<file path="src/rtl/pwm_duty_ramp_pkg.sv">
// Shared definitions for the PWM duty ramp block.
//  - default channel count and compare width (must match the downstream PWM bank)
//  - global ramp FSM state encoding, also used by the PWM top
//  - prescaler width helper
package pwm_duty_ramp_pkg;

  localparam int unsigned PWM_NUM_CH  = 8;
  localparam int unsigned PWM_CTR_LEN = 8;

  typedef enum logic [1:0] {
    ST_RUN   = 2'd0,
    ST_STOP  = 2'd1,
    ST_DRAIN = 2'd2
  } ramp_state_e;

  // A divide-by-1 prescaler never counts, but still needs a 1-bit register.
  function automatic int unsigned presc_width(input int unsigned div);
    if (div <= 1) return 1;
    return $clog2(div);
  endfunction

endpackage

</file>
<file path="src/rtl/pwm_duty_ramp_ch.sv">
// One ramp channel: holds the target duty and slews the live duty toward it.
// Ports:
//   clk, rstn   clock, async active-low reset
//   tick        ramp step strobe (one cycle)
//   wr_en       load wr_duty into the target
//   wr_duty     new target duty
//   force_zero  hold target at 0 (estop); wins over wr_en
//   duty        live compare value
//   busy        registered duty != target
module pwm_duty_ramp_ch
  import pwm_duty_ramp_pkg::*;
#(
  parameter int unsigned CTR_LEN = PWM_CTR_LEN,
  parameter int unsigned STEP    = 1
) (
  input  logic               clk,
  input  logic               rstn,
  input  logic               tick,
  input  logic               wr_en,
  input  logic [CTR_LEN-1:0] wr_duty,
  input  logic               force_zero,
  output logic [CTR_LEN-1:0] duty,
  output logic               busy
);

  localparam logic [CTR_LEN-1:0] STEP_V = CTR_LEN'(STEP);

  logic [CTR_LEN-1:0] duty_q, duty_d;
  logic [CTR_LEN-1:0] target_q, target_d;
  logic [CTR_LEN-1:0] gap;
  logic               busy_q;

  // The step always compares against the old target, so a command landing on
  // a tick edge only takes effect from the following tick. Snapping to the
  // target when the gap is within one step keeps the result inside 0..max.
  always_comb begin
    target_d = target_q;
    if (force_zero) begin
      target_d = '0;
    end else if (wr_en) begin
      target_d = wr_duty;
    end

    duty_d = duty_q;
    gap    = '0;
    if (tick) begin
      if (duty_q < target_q) begin
        gap    = target_q - duty_q;
        duty_d = (gap <= STEP_V) ? target_q : duty_q + STEP_V;
      end else if (duty_q > target_q) begin
        gap    = duty_q - target_q;
        duty_d = (gap <= STEP_V) ? target_q : duty_q - STEP_V;
      end
    end
  end

  always_ff @(posedge clk or negedge rstn) begin
    if (!rstn) begin
      duty_q   <= '0;
      target_q <= '0;
      busy_q   <= 1'b0;
    end else begin
      duty_q   <= duty_d;
      target_q <= target_d;
      // Compare next-state values so busy drops on the same edge duty arrives.
      busy_q   <= (duty_d != target_d);
    end
  end

  assign duty = duty_q;
  assign busy = busy_q;

endmodule

</file>
<file path="src/rtl/pwm_duty_ramp.sv">
// PWM duty ramp: per-channel target registers with slewed live duty values
// feeding the PWM compare inputs, plus estop soft-stop sequencing.
//
//  state | meaning
//  RUN   | commands accepted, channels ramp toward their targets
//  STOP  | estop seen: targets held 0, commands refused, stopped once all duty == 0
//  DRAIN | one cycle after estop release before commands are accepted again
//
// Ports:
//   clk, rstn   clock, async active-low reset
//   cmd_valid   command present          cmd_ready  command accepted this edge
//   cmd_ch      target channel           cmd_duty   new target duty
//   estop       level, ramp all to 0 and refuse commands
//   duty        live compare values, ch i at [i*CTR_LEN +: CTR_LEN]
//   busy        per-channel duty != target
//   cmd_err     1-cycle pulse after an accepted command to a missing channel
//   stopped     STOP state with every channel at 0
module pwm_duty_ramp
  import pwm_duty_ramp_pkg::*;
#(
  parameter int unsigned NUM_CH   = PWM_NUM_CH,
  parameter int unsigned CTR_LEN  = PWM_CTR_LEN,
  parameter int unsigned TICK_DIV = 16,
  parameter int unsigned STEP     = 1
) (
  input  logic                      clk,
  input  logic                      rstn,
  input  logic                      cmd_valid,
  output logic                      cmd_ready,
  input  logic [3:0]                cmd_ch,
  input  logic [CTR_LEN-1:0]        cmd_duty,
  input  logic                      estop,
  output logic [NUM_CH*CTR_LEN-1:0] duty,
  output logic [NUM_CH-1:0]         busy,
  output logic                      cmd_err,
  output logic                      stopped
);

  localparam int unsigned    PW         = presc_width(TICK_DIV);
  localparam logic [PW-1:0]  PRESC_LAST = PW'(TICK_DIV - 1);

  logic [PW-1:0] presc_q;
  logic          tick;
  ramp_state_e   state_q;
  logic          cmd_ready_q;
  logic          stopped_q;
  logic          cmd_err_q;
  logic          accept;
  logic          ch_ok;
  logic          force_zero;
  logic          all_zero;

  // Free-running prescaler, independent of the FSM state.
  assign tick = (presc_q == PRESC_LAST);

  always_ff @(posedge clk or negedge rstn) begin
    if (!rstn) begin
      presc_q <= '0;
    end else if (tick) begin
      presc_q <= '0;
    end else begin
      presc_q <= presc_q + PW'(1);
    end
  end

  assign accept     = cmd_valid & cmd_ready_q;
  assign ch_ok      = ({1'b0, cmd_ch} < 5'(NUM_CH));
  // estop zeroes targets on the very edge it is seen, even before STOP is entered.
  assign force_zero = estop | (state_q == ST_STOP);
  assign all_zero   = ~|duty;

  always_ff @(posedge clk or negedge rstn) begin
    if (!rstn) begin
      state_q     <= ST_RUN;
      cmd_ready_q <= 1'b0;
      stopped_q   <= 1'b0;
      cmd_err_q   <= 1'b0;
    end else begin
      cmd_err_q <= accept & ~ch_ok;
      unique case (state_q)
        ST_RUN: begin
          stopped_q <= 1'b0;
          if (estop) begin
            state_q     <= ST_STOP;
            cmd_ready_q <= 1'b0;
          end else begin
            cmd_ready_q <= 1'b1;
          end
        end
        ST_STOP: begin
          cmd_ready_q <= 1'b0;
          if (!estop && stopped_q) begin
            state_q   <= ST_DRAIN;
            stopped_q <= 1'b0;
          end else begin
            stopped_q <= all_zero;
          end
        end
        ST_DRAIN: begin
          stopped_q <= 1'b0;
          if (estop) begin
            state_q     <= ST_STOP;
            cmd_ready_q <= 1'b0;
          end else begin
            state_q     <= ST_RUN;
            cmd_ready_q <= 1'b1;
          end
        end
        default: begin
          state_q     <= ST_RUN;
          cmd_ready_q <= 1'b0;
          stopped_q   <= 1'b0;
        end
      endcase
    end
  end

  assign cmd_ready = cmd_ready_q;
  assign cmd_err   = cmd_err_q;
  assign stopped   = stopped_q;

  for (genvar i = 0; i < NUM_CH; i++) begin : g_ch
    logic wr_en;
    assign wr_en = accept & ch_ok & (cmd_ch == 4'(i));

    pwm_duty_ramp_ch #(
      .CTR_LEN (CTR_LEN),
      .STEP    (STEP)
    ) u_ch (
      .clk        (clk),
      .rstn       (rstn),
      .tick       (tick),
      .wr_en      (wr_en),
      .wr_duty    (cmd_duty),
      .force_zero (force_zero),
      .duty       (duty[i*CTR_LEN +: CTR_LEN]),
      .busy       (busy[i])
    );
  end

endmodule

</file>
<file path="config.mk">
export PLATFORM = sky130hd
export DESIGN_NAME = pwm_duty_ramp
export DESIGN_NICKNAME = d
export VERILOG_FILES = /design/src/rtl/pwm_duty_ramp_pkg.sv /design/src/rtl/pwm_duty_ramp_ch.sv /design/src/rtl/pwm_duty_ramp.sv
export SDC_FILE = /design/constraint.sdc
export NUM_CORES = 1
export LEC_CHECK = 0
export ABC_CLOCK_PERIOD_IN_PS = 4450
export CAP_MARGIN = 20
export CELL_PAD_IN_SITES_DETAIL_PLACEMENT = 0
export CELL_PAD_IN_SITES_GLOBAL_PLACEMENT = 1
export CORE_MARGIN = 2
export CORE_UTILIZATION = 47
export CTS_BUF_LIST = sky130_fd_sc_hd__clkbuf_4 sky130_fd_sc_hd__clkbuf_8 sky130_fd_sc_hd__clkbuf_16
export DETAILED_ROUTE_END_ITERATION = 8
export PLACE_DENSITY_LB_ADDON = 0.1
export SLEW_MARGIN = 10
export SYNTH_ARGS = -nofsm -noshare
export SYNTH_HDL_FRONTEND = slang
export SYNTH_SLANG_ARGS = --single-unit
</file>
<file path="constraint.sdc">
create_clock -name clk -period 4.45 [get_ports clk]
set_input_delay 0.445 -clock clk [delete_from_list [all_inputs] [get_ports clk]]
set_output_delay 0.445 -clock clk [all_outputs]
set_load 0.02 [all_outputs]
</file>
# Yosys cells after proc, flatten, opt, wreduce, memory -nomap -nowiden
# Index checks and enable logic that the tools add are counted.
classes:
  n_reduce_logical: 8
  multipliers: 0
  addsub: 33
  eq_ne: 20
  shifts: 0
  magnitude_cmp: 33
  mux: 65
  bitwise: 13
  div_mod_pow: 0
op_table:
  columns: ["cell", "n"]
  rows:
  - ["$mux W8", 56]
  - ["$le A8 B1 Y1 const B", 16]
  - ["$sub A8 B8 Y8", 16]
  - ["$add A8 B1 Y8 const B", 8]
  - ["$gt A8 B8 Y1", 8]
  - ["$lt A8 B8 Y1", 8]
  - ["$ne A8 B8 Y1", 8]
  - ["$reduce_or A64 Y1", 1]
  - ["$sub A8 B1 Y8 const B", 8]
  - ["$eq A4 B3 Y1 const B", 4]
  - ["$and A1 B1 Y1", 11]
  - ["$eq A4 B2 Y1 const B", 2]
  - ["$pmux W2 S3", 1]
  - ["$mux W1", 5]
  - ["$add A4 B1 Y4 const B", 1]
  - ["$eq A4 B1 Y1 const B", 1]
  - ["$eq A4 B4 Y1 const B", 1]
  - ["$logic_not A4 Y1", 1]
  - ["$lt A4 B4 Y1 const B", 1]
  - ["$mux W2", 2]
  - ["$mux W4", 1]
  - ["$eq A2 B1 Y1 const B", 1]
  - ["$eq A2 B2 Y1 const B", 1]
  - ["$logic_not A1 Y1", 2]
  - ["other kinds (8)", 8]
totals:
  out_inout_bits: 75
  mem_bits_rw: 0
  memories: 0
  rom_bits: 0
  latchBits: 0
  word_cells: 201
  reg_bits: 145

# Depth between registers and ports, before layout
# Gate-level depths: netlist of the first run.
depth:
  depth_word: 7
  depth_mapped: 16
  mapped_depth_nobuf: 14

# Hierarchy
# Synthesis of the first run repeated with hierarchy kept, for this count alone.
unflattened:
  hier_cells: 2481
  area_unflattened_um2: 19605.1
modules_own_cells:
  columns: ["mod", "area_each_um2", "cells_per_inst", "seq_area_each_um2", "n_inst"]
  rows:
  - ["pwm_duty_ramp_ch at g_ch[1].u_ch ...", 2382.3, 300, 425.4, 7]
  - ["pwm_duty_ramp_ch at g_ch[0].u_ch", 2388.5, 317, 425.4, 1]
  - ["pwm_duty_ramp", 540.5, 64, 225.2, 1]

# Worst setup path after synthesis of the first run
# Ideal clock, no wire load.
synth_timing:
  path_type: "register to register"
  from: "register g_ch[3].u_ch.duty_q[4]"
  to: "register g_ch[3].u_ch.busy_q"
  path_buffers: 2
  path_slack_ns: 0.536
  period_less_slack_ns: 3.914
  setup_ns: 0.135
  stages_incl_launch_ff: 15
  required_ns: 4.315
  arrival_time_ns: 3.780
  cell_sequence: "dfrtp_1 -> clkbuf_1 -> inv_1 -> ha_1 -> clkbuf_1 -> o21a_1 -> or3_1 -> a221oi_2 -> o2111ai_2 -> nor2_2 -> mux2_2 -> a2111oi_0 -> o2bb2ai_1 -> nor4_1 -> nand4b_1"
synth_via:
  elab_chain_len: 7
  elab_cells_between_ends: 14
synth_lines:
  columns: ["item", "line_no", "text"]
  rows:
  - ["start: declaration", "pwm_duty_ramp_ch.sv:28", "logic [CTR_LEN-1:0] duty_q, duty_d;"]
  - ["start signal: assignment", "pwm_duty_ramp_ch.sv:63", "duty_q <= duty_d;"]
  - ["$sub A8 B8 Y8", "pwm_duty_ramp_ch.sv:51", "gap = duty_q - target_q;"]
  - ["$le A8 B1 Y1", "pwm_duty_ramp_ch.sv:52", "duty_d = (gap <= STEP_V) ? target_q : duty_q - STEP_V;"]
  - ["$mux W8", "pwm_duty_ramp_ch.sv:52", null]
  - ["$mux W8", "pwm_duty_ramp_ch.sv:50", "end else if (duty_q > target_q) begin"]
  - ["$mux W8", "pwm_duty_ramp_ch.sv:47", "if (duty_q < target_q) begin"]
  - ["$mux W8 (*)", "pwm_duty_ramp_ch.sv:46", "if (tick) begin"]
  - ["$ne A8 B8 Y1 (*)", "pwm_duty_ramp_ch.sv:66", "busy_q <= (duty_d != target_d);"]
  - ["end signal: assignment", "pwm_duty_ramp_ch.sv:66", null]
  - ["end: declaration", "pwm_duty_ramp_ch.sv:31", "logic busy_q;"]
# Mark *: on every way between the ends. The rest lies on a longest branch, timed or not.
# A chain may end at the register's enable or synchronous reset.

# Final worst setup path of the first run
layout_timing:
  from: "register g_ch[4].u_ch.duty_q[0]"
  to: "register g_ch[4].u_ch.busy_q"
layout_via:
  elab_chain_len: 7
  elab_cells_between_ends: 14
layout_lines:
  columns: ["item", "line_no"]
  rows:
  - ["start: declaration", "pwm_duty_ramp_ch.sv:28"]
  - ["start signal: assignment", "pwm_duty_ramp_ch.sv:63"]
  - ["$sub A8 B8 Y8", "pwm_duty_ramp_ch.sv:51"]
  - ["$le A8 B1 Y1", "pwm_duty_ramp_ch.sv:52"]
  - ["$mux W8", "pwm_duty_ramp_ch.sv:52"]
  - ["$mux W8", "pwm_duty_ramp_ch.sv:50"]
  - ["$mux W8 (*)", "pwm_duty_ramp_ch.sv:47"]
  - ["$mux W8 (*)", "pwm_duty_ramp_ch.sv:46"]
  - ["net g_ch[4].u_ch.duty_d[1]", "pwm_duty_ramp_ch.sv:28"]
  - ["$ne A8 B8 Y1 (*)", "pwm_duty_ramp_ch.sv:66"]
  - ["end signal: assignment", "pwm_duty_ramp_ch.sv:66"]
  - ["end: declaration", "pwm_duty_ramp_ch.sv:31"]
# The timed path passes the listed nets; every way through them passes the cells marked *.

==> qor.txt, run 1 <==
Outcome = finished clean
Critical path endpoint category = register
CTS H-tree lvls = 4
Crit-path max FO = 16
Vias in the first global route = 17,897
CTS Buffer Depth = 2
Layout filler cell count = 3,774
DP Cell Count = 2,953
Finished Layout Cells = 2,987
RSZ-0062 raised after global routing = false
Worst Max-Slew Pin Slew = 0.963 ns
Total gr overflow = 0
Sequential element share of the synthesized area = 19.9%
Fin crit share = 93.5%
CP startpoint kind = register
Max-cap violations = 0
Asr flop ratio synth = 100%
Gate Count Post-Synth = 2,390
Ordered cell list for the critical path = inv_1 -> ha_1 -> fa_1 -> nand2b_1 -> a21oi_1 -> mux2i_1 -> nor4_2 -> buf_4 -> and2_1 -> a21oi_1 -> a222oi_1 -> xnor2_1 -> nand4b_1 -> or4b_1
Worst hold-check slack = 0.107 ns
Leakage = 0.00834 µW
GPL Wtd Cong = 0.950
PwrDens = 661 nW/µm²
Antenna violations before repair = 0
Crit-path leading delay family = simple AND/OR/NAND/NOR gates
IO Pins = 91
Initial core utilization = 47.5%
Cell Rows = 72
Highest ir drop seen on vdd = 0.000299 V
Top-area cell type share of the netlist area = 19.9%
Max Freq = 0.240 GHz
Worst path buffer plus inverter count = 2
Area grow syn2layout = 12.9%
1st-pass router iterations = 5
Most used cell, CP = a21oi_1
DP HPWL = 49,400 µm
Setup_tns = 0 ns
Slew Limit Fails = 0
Seq cells post-synth = 145
Post-Route WL = 64,500 µm
Clk root buf = clkbuf_16
Data required time of the critical path = 4.77 ns
Commonest cells in the synthesized netlist = 210 x nor2_1, 185 x a21oi_1, 180 x inv_1, 180 x nand2_1
Prevailing post-synth register cell = dfrtp_1
Tot GR Track Use = 31.2%
Relative slew slack = 35.8%
DR vias/cell = 6.38
Critical Path AT = 4.48 ns
Total die area = 40,400 µm²
DR vias = 19,068
Setup violators final = 0
CP Class = register to register
Most common cell in the netlist = nor2_1
Number of synthesized flops with an enable pin = 0
Avg Synthesized Cell Area = 7.64 µm²
Nets = 2,633
Hold Crit Class = input port to asynchronous set/reset pin
DRC = 0
Worst-path clk slew = 0.07 ns
Cts bufs inserted = 17
First-pass GRT wire length = 102,000 µm
Initial DRC Count = 1,731
DIE WIDTH = 201 µm
Post-Syn Area = 18,300 µm²
Fin. Hold Viols = 0
Yosys cell types = 103
Antenna cell count = 0
Fin crit period = 4.16 ns
Clk_lat worst skew = 0.45 ns
Dominant cell type by area after synthesis = dfrtp_1
Area contributors post-synth = dfrtp_1 20%, ha_1 9.9%, a21oi_1 5.1%
Synth warn = 0
Clock skew = 0.0122 ns
Port Buffers = 90
Syn_nets = 2,567
# clock sinks = 145
Layout cell share with drive strength beyond 1 = 8.95%
Largest net degree at the start of global routing = 95
Post-CTS Hold Fix Bufs = 0
Average wire per standard cell = 21.6 µm
TritonCTS clock tree = done
Slowest stage delay, CP = 0.51 ns
Slowest-stage cell, CP = or4b_1
Chip height = 201 µm
Core Region = 38,500 µm²
Antenna viol nets, final = 0
## power breakdown
group / leakage, µW / internal (µW) / switching (µW)
combinational: 0.00615 / 4000 / 6340
sequential: 0.00190 / 1550 / 266
clock: 0.000291 / 803 / 658
total: 0.00834 / 6360 / 7260
## sequential cells by signal, summed over array words and instances, names as in the netlist
| name | flops |
|---|---|
| g_ch.u_ch.target_q | 64 |
| cmd_err | 1 |
| cmd_ready | 1 |
| g_ch.u_ch.duty | 64 |
| stopped | 1 |
| g_ch.u_ch.busy | 8 |
| presc_q | 4 |
| state_q | 2 |
## layer usage
layer	global-route usage, %	part of all wire, %	up-vias
li1	-	-	8961
met1	43.8	45	9204
met2	51.0	47	803
met3	3.26	6.4	100
met4	8.39	2.1	0
met5	0	0	-
## repair_timing
| item | in CTS | in global routing |
|---|---|---|
| setup buffers | 0 | 2 |
| setup endpoints to repair | 0 | 2 |
| gates resized for setup | 0 | 4 |
## stage by stage
stage                     total power (µW)  area, µm²  worst slack, ns  util (%)
after detailed placement             11900      20000            0.266      52.0
after global placement               11900      20000            0.283      52.0
after floorplan                       8910      18300            0.536         -
after global routing                 14600      20600           0.0541      53.6
final                                13600      20600            0.291      53.6
after CTS                            13400      20600            0.247      53.5
## cell families (layout without fill, tap and decap cells)
| family | Yosys count | count (layout) | share of synthesized area, % |
|---|---|---|---|
| adders and majority gates | 161 | 161 | 11.7 |
| AOI/OAI and AO/OA | 731 | 731 | 27.9 |
| buffers and inverters | 334 | 413 | 7.46 |
| and+or+nand+nor | 824 | 824 | 22.9 |
| muxes | 86 | 86 | 4.90 |
| xor gates and xnor gates | 109 | 109 | 5.23 |
| DFF | 145 | 145 | 19.9 |
## cell usage in the layout, fill, tap and decap left out, types with 25 or more instances in the layout
cell	count
buf_4	103
a31oi_1	39
nand2b_1	26
nor2_1	210
nor3_1	58
ha_1	145
xnor2_1	78
mux2i_1	68
nand3_1	95
clkdlybuf4s50_1	89
o31ai_1	25
inv_1	180
xor2_1	31
o211ai_1	32
a21o_1	27
o21ai_0	118
nand2_1	179
nand4_1	45
a21oi_1	185
dfrtp_1	144
a211oi_1	40
nor4_1	30
## layout make-up
class	instances	area, µm²	share of cell area, %
Inverter	184	694	3.37
Timing Repair Buffer	197	1740	8.46
Clock buffer	18	439	2.13
Sequential cell	145	3630	17.6
Clock inverter	14	144	0.698
Multi-Input combinational cell	1911	13300	64.6
Tap cell	518	648	3.15
## final timing paths
kind | from | end | slack [ns] | cells past startpoint
setup reg to reg | g_ch[4].u_ch.duty[0] | g_ch[4].u_ch.busy | 0.29 | 14
hold reg to reg | state_q[1] | state_q[0] | 0.46 | 1
min in group clk | state_q[1] | state_q[0] | 0.46 | 1
hold / removal | rstn | g_ch[2].u_ch.target_q[1] | 0.11 | 1
max in group asynchronous | rstn | g_ch[3].u_ch.duty[6] | 3.30 | 2
setup / recovery | g_ch[4].u_ch.duty[0] | g_ch[4].u_ch.busy | 0.29 | 14
Power figures use the tool's default switching activity.
==> inputs of run 2 (changes only) <==
Settings changed: RECOVER_POWER set to 50, SKIP_LAST_GASP set to 1.
==> qor.txt, run 2 (synthesized netlist as in run 1, its figures left out) <==
Leakage = 0.00828 µW (was 0.00834 µW)
Core Region = 38,500 µm² (unchanged)
Antenna viol nets, final = 0 (unchanged)
Cell Rows = 72 (unchanged)
Setup violators final = 0 (unchanged)
PwrDens = 662 nW/µm² (was 661 nW/µm²)
IO Pins = 91 (unchanged)
1st-pass router iterations = 6 (was 5)
Outcome = finished with violations (was finished clean)
DIE WIDTH = 201 µm (unchanged)
Crit-path max FO = 16 (unchanged)
DR vias/cell = 6.38 (about the same)
Max-cap violations = 2 (was 0)
Area grow syn2layout = 12.6% (was 12.9%)
Relative slew slack = -73.6% (was 35.8%)
Area of the multi-input gates = 13,300 µm² (about the same)
DR vias = 19,060 (was 19,068)
Worst-path clk slew = 0.07 ns (about the same)
CP Class = register to register (unchanged)
Fin crit share = 93.3% (was 93.5%)
Fin crit period = 4.15 ns (was 4.16 ns)
Slowest stage delay, CP = 0.51 ns (about the same)
Slowest-stage cell, CP = a222oi_1 (was or4b_1)
Critical Path AT = 4.47 ns (was 4.48 ns)
Total die area = 40,400 µm² (unchanged)
Largest net degree at the start of global routing = 95 (unchanged)
Post-Route WL = 64,600 µm (was 64,500 µm)
Tot GR Track Use = 31.2% (unchanged)
Most used cell, CP = a21oi_1 (unchanged)
RSZ-0062 raised after global routing = false (unchanged)
Initial DRC Count = 1,745 (was 1,731)
Post-CTS Hold Fix Bufs = 0 (unchanged)
Initial core utilization = 47.5% (unchanged)
Antenna violations before repair = 0 (unchanged)
Layout filler cell count = 3,780 (was 3,774)
Worst Max-Slew Pin Slew = 2.60 ns (was 0.963 ns)
Hold Crit Class = register to register (was input port to asynchronous set/reset pin)
Ordered cell list for the critical path = inv_1 -> ha_1 -> fa_1 -> nand2b_1 -> a21oi_1 -> mux2i_1 -> nor4_2 -> buf_4 -> and2_1 -> a21oi_1 -> a222oi_1 -> xnor2_1 -> nand4b_1 -> or4b_1 (unchanged)
Highest ir drop seen on vdd = 0.000298 V (was 0.000299 V)
First-pass GRT wire length = 102,000 µm (unchanged)
Critical path endpoint category = register (unchanged)
Finished Core Util = 53.4% (was 53.6%)
Clk_lat worst skew = 0.45 ns (about the same)
Chip height = 201 µm (unchanged)
Clk root buf = clkbuf_16 (unchanged)
Post-DP Area = 20,000 µm² (unchanged)
Data required time of the critical path = 4.77 ns (about the same)
# clock sinks = 145 (unchanged)
CTS H-tree lvls = 4 (unchanged)
DP HPWL = 49,400 µm (unchanged)
Power, Total = 13,600 µW (about the same)
Clock skew = 0.0134 ns (was 0.0122 ns)
DRC = 0 (unchanged)
Vias in the first global route = 17,897 (unchanged)
Total gr overflow = 0 (unchanged)
Port Buffers = 90 (unchanged)
Post-route cell area = 20,600 µm² (about the same)
CP startpoint kind = register (unchanged)
Antenna cell count = 0 (unchanged)
Failing checks = capacitance limit, slew limit
Max Freq = 0.241 GHz (was 0.240 GHz)
GPL Wtd Cong = 0.950 (unchanged)
CTS Buffer Depth = 2 (unchanged)
Fin. Hold Viols = 0 (unchanged)
Slew Limit Fails = 125 (was 0)
Most frequent cells in the layout = 210 x nor2_1, 185 x a21oi_1, 180 x inv_1 (unchanged)
Most common cell after layout, fill and taps aside = nor2_1 (unchanged)
Nets = 2,633 (unchanged)
Setup_tns = 0 ns (unchanged)
Cts bufs inserted = 17 (unchanged)
Average wire per standard cell = 21.6 µm (about the same)
Sequential Area = 3630 µm² (unchanged)
TritonCTS clock tree = done (unchanged)
Layout cell share with drive strength beyond 1 = 8.55% (was 8.95%)
[run 2: cell count changes in the layout (fill, tap and decap cells not counted), sizes merged]
cell and change:
buf -10, dlygate4sd3 +11, clkdlybuf4s50 -11, clkbuf +10
[run 2: final timing paths]
| path | startpoint | to | slack, ns | cells past startpoint |
|---|---|---|---|---|
| setup reg to reg | g_ch[4].u_ch.duty[0] | g_ch[4].u_ch.busy | 0.30 | 14 |
| setup / recovery | g_ch[4].u_ch.duty[0] | g_ch[4].u_ch.busy | 0.30 | 14 |
| hold reg to reg | state_q[1] | state_q[0] | 0.46 | 1 |
| min in group asynchronous | rstn | cmd_err | 0.77 | 1 |
| max in group asynchronous | rstn | g_ch[3].u_ch.duty[6] | 0.96 | 2 |
| hold / removal | state_q[1] | state_q[0] | 0.46 | 1 |
[run 2: area by class of cell]
| class | instances | share of cell area, % |
|---|---|---|
| multi-input cells | 1911 | 64.7 |
| clock buffers | 18 | 2.14 |
| well taps | 518 | 3.15 |
| repair buffers | 197 | 8.28 |
| inverters | 184 | 3.38 |
| flip-flops and latches | 145 | 17.7 |
| clock inverters | 14 | 0.700 |
[run 2: per-stage QoR]
step | hold WS, ns | worst slack, ns | cells
floorplan | 0.149 | 0.536 | 2390
global placement | 0.426 | 0.283 | 2953
detailed placement | 0.445 | 0.266 | 2953
CTS | 0.136 | 0.247 | 2985
global route | 0.468 | 0.0541 | 2987
finish | 0.461 | 0.299 | 2987
[run 2: what timing repair did]
item,4_1_cts,5_1_grt
endpoints found under the hold margin,0,0
setup endpoints to repair,0,2
setup buffers,0,2
resized for setup,0,4
[run 2: worst max-delay path, delay by kind of cell (launching register included)]
family | cells | cell delay (ns)
simple gates | 5 | 1.36
buf+inv | 2 | 0.43
compound gates | 3 | 0.78
xor+xnor | 1 | 0.21
fa+ha+maj | 2 | 0.67
flops | 1 | 0.46
mux | 1 | 0.12
[run 2: power by group]
part / internal (µW) / switching, µW
registers: 1550 / 264
logic: 3990 / 6340
clock network: 803 / 656
[run 2: routing by layer]
| metal | vias up | track usage, % | wire length [µm] |
|---|---|---|---|
| met5 | - | 0 | 0 |
| met4 | 0 | 8.39 | 1450 |
| met3 | 102 | 3.26 | 4120 |
| met2 | 791 | 51.0 | 30000 |
| met1 | 9213 | 43.8 | 29100 |
| li1 | 8954 | - | - |
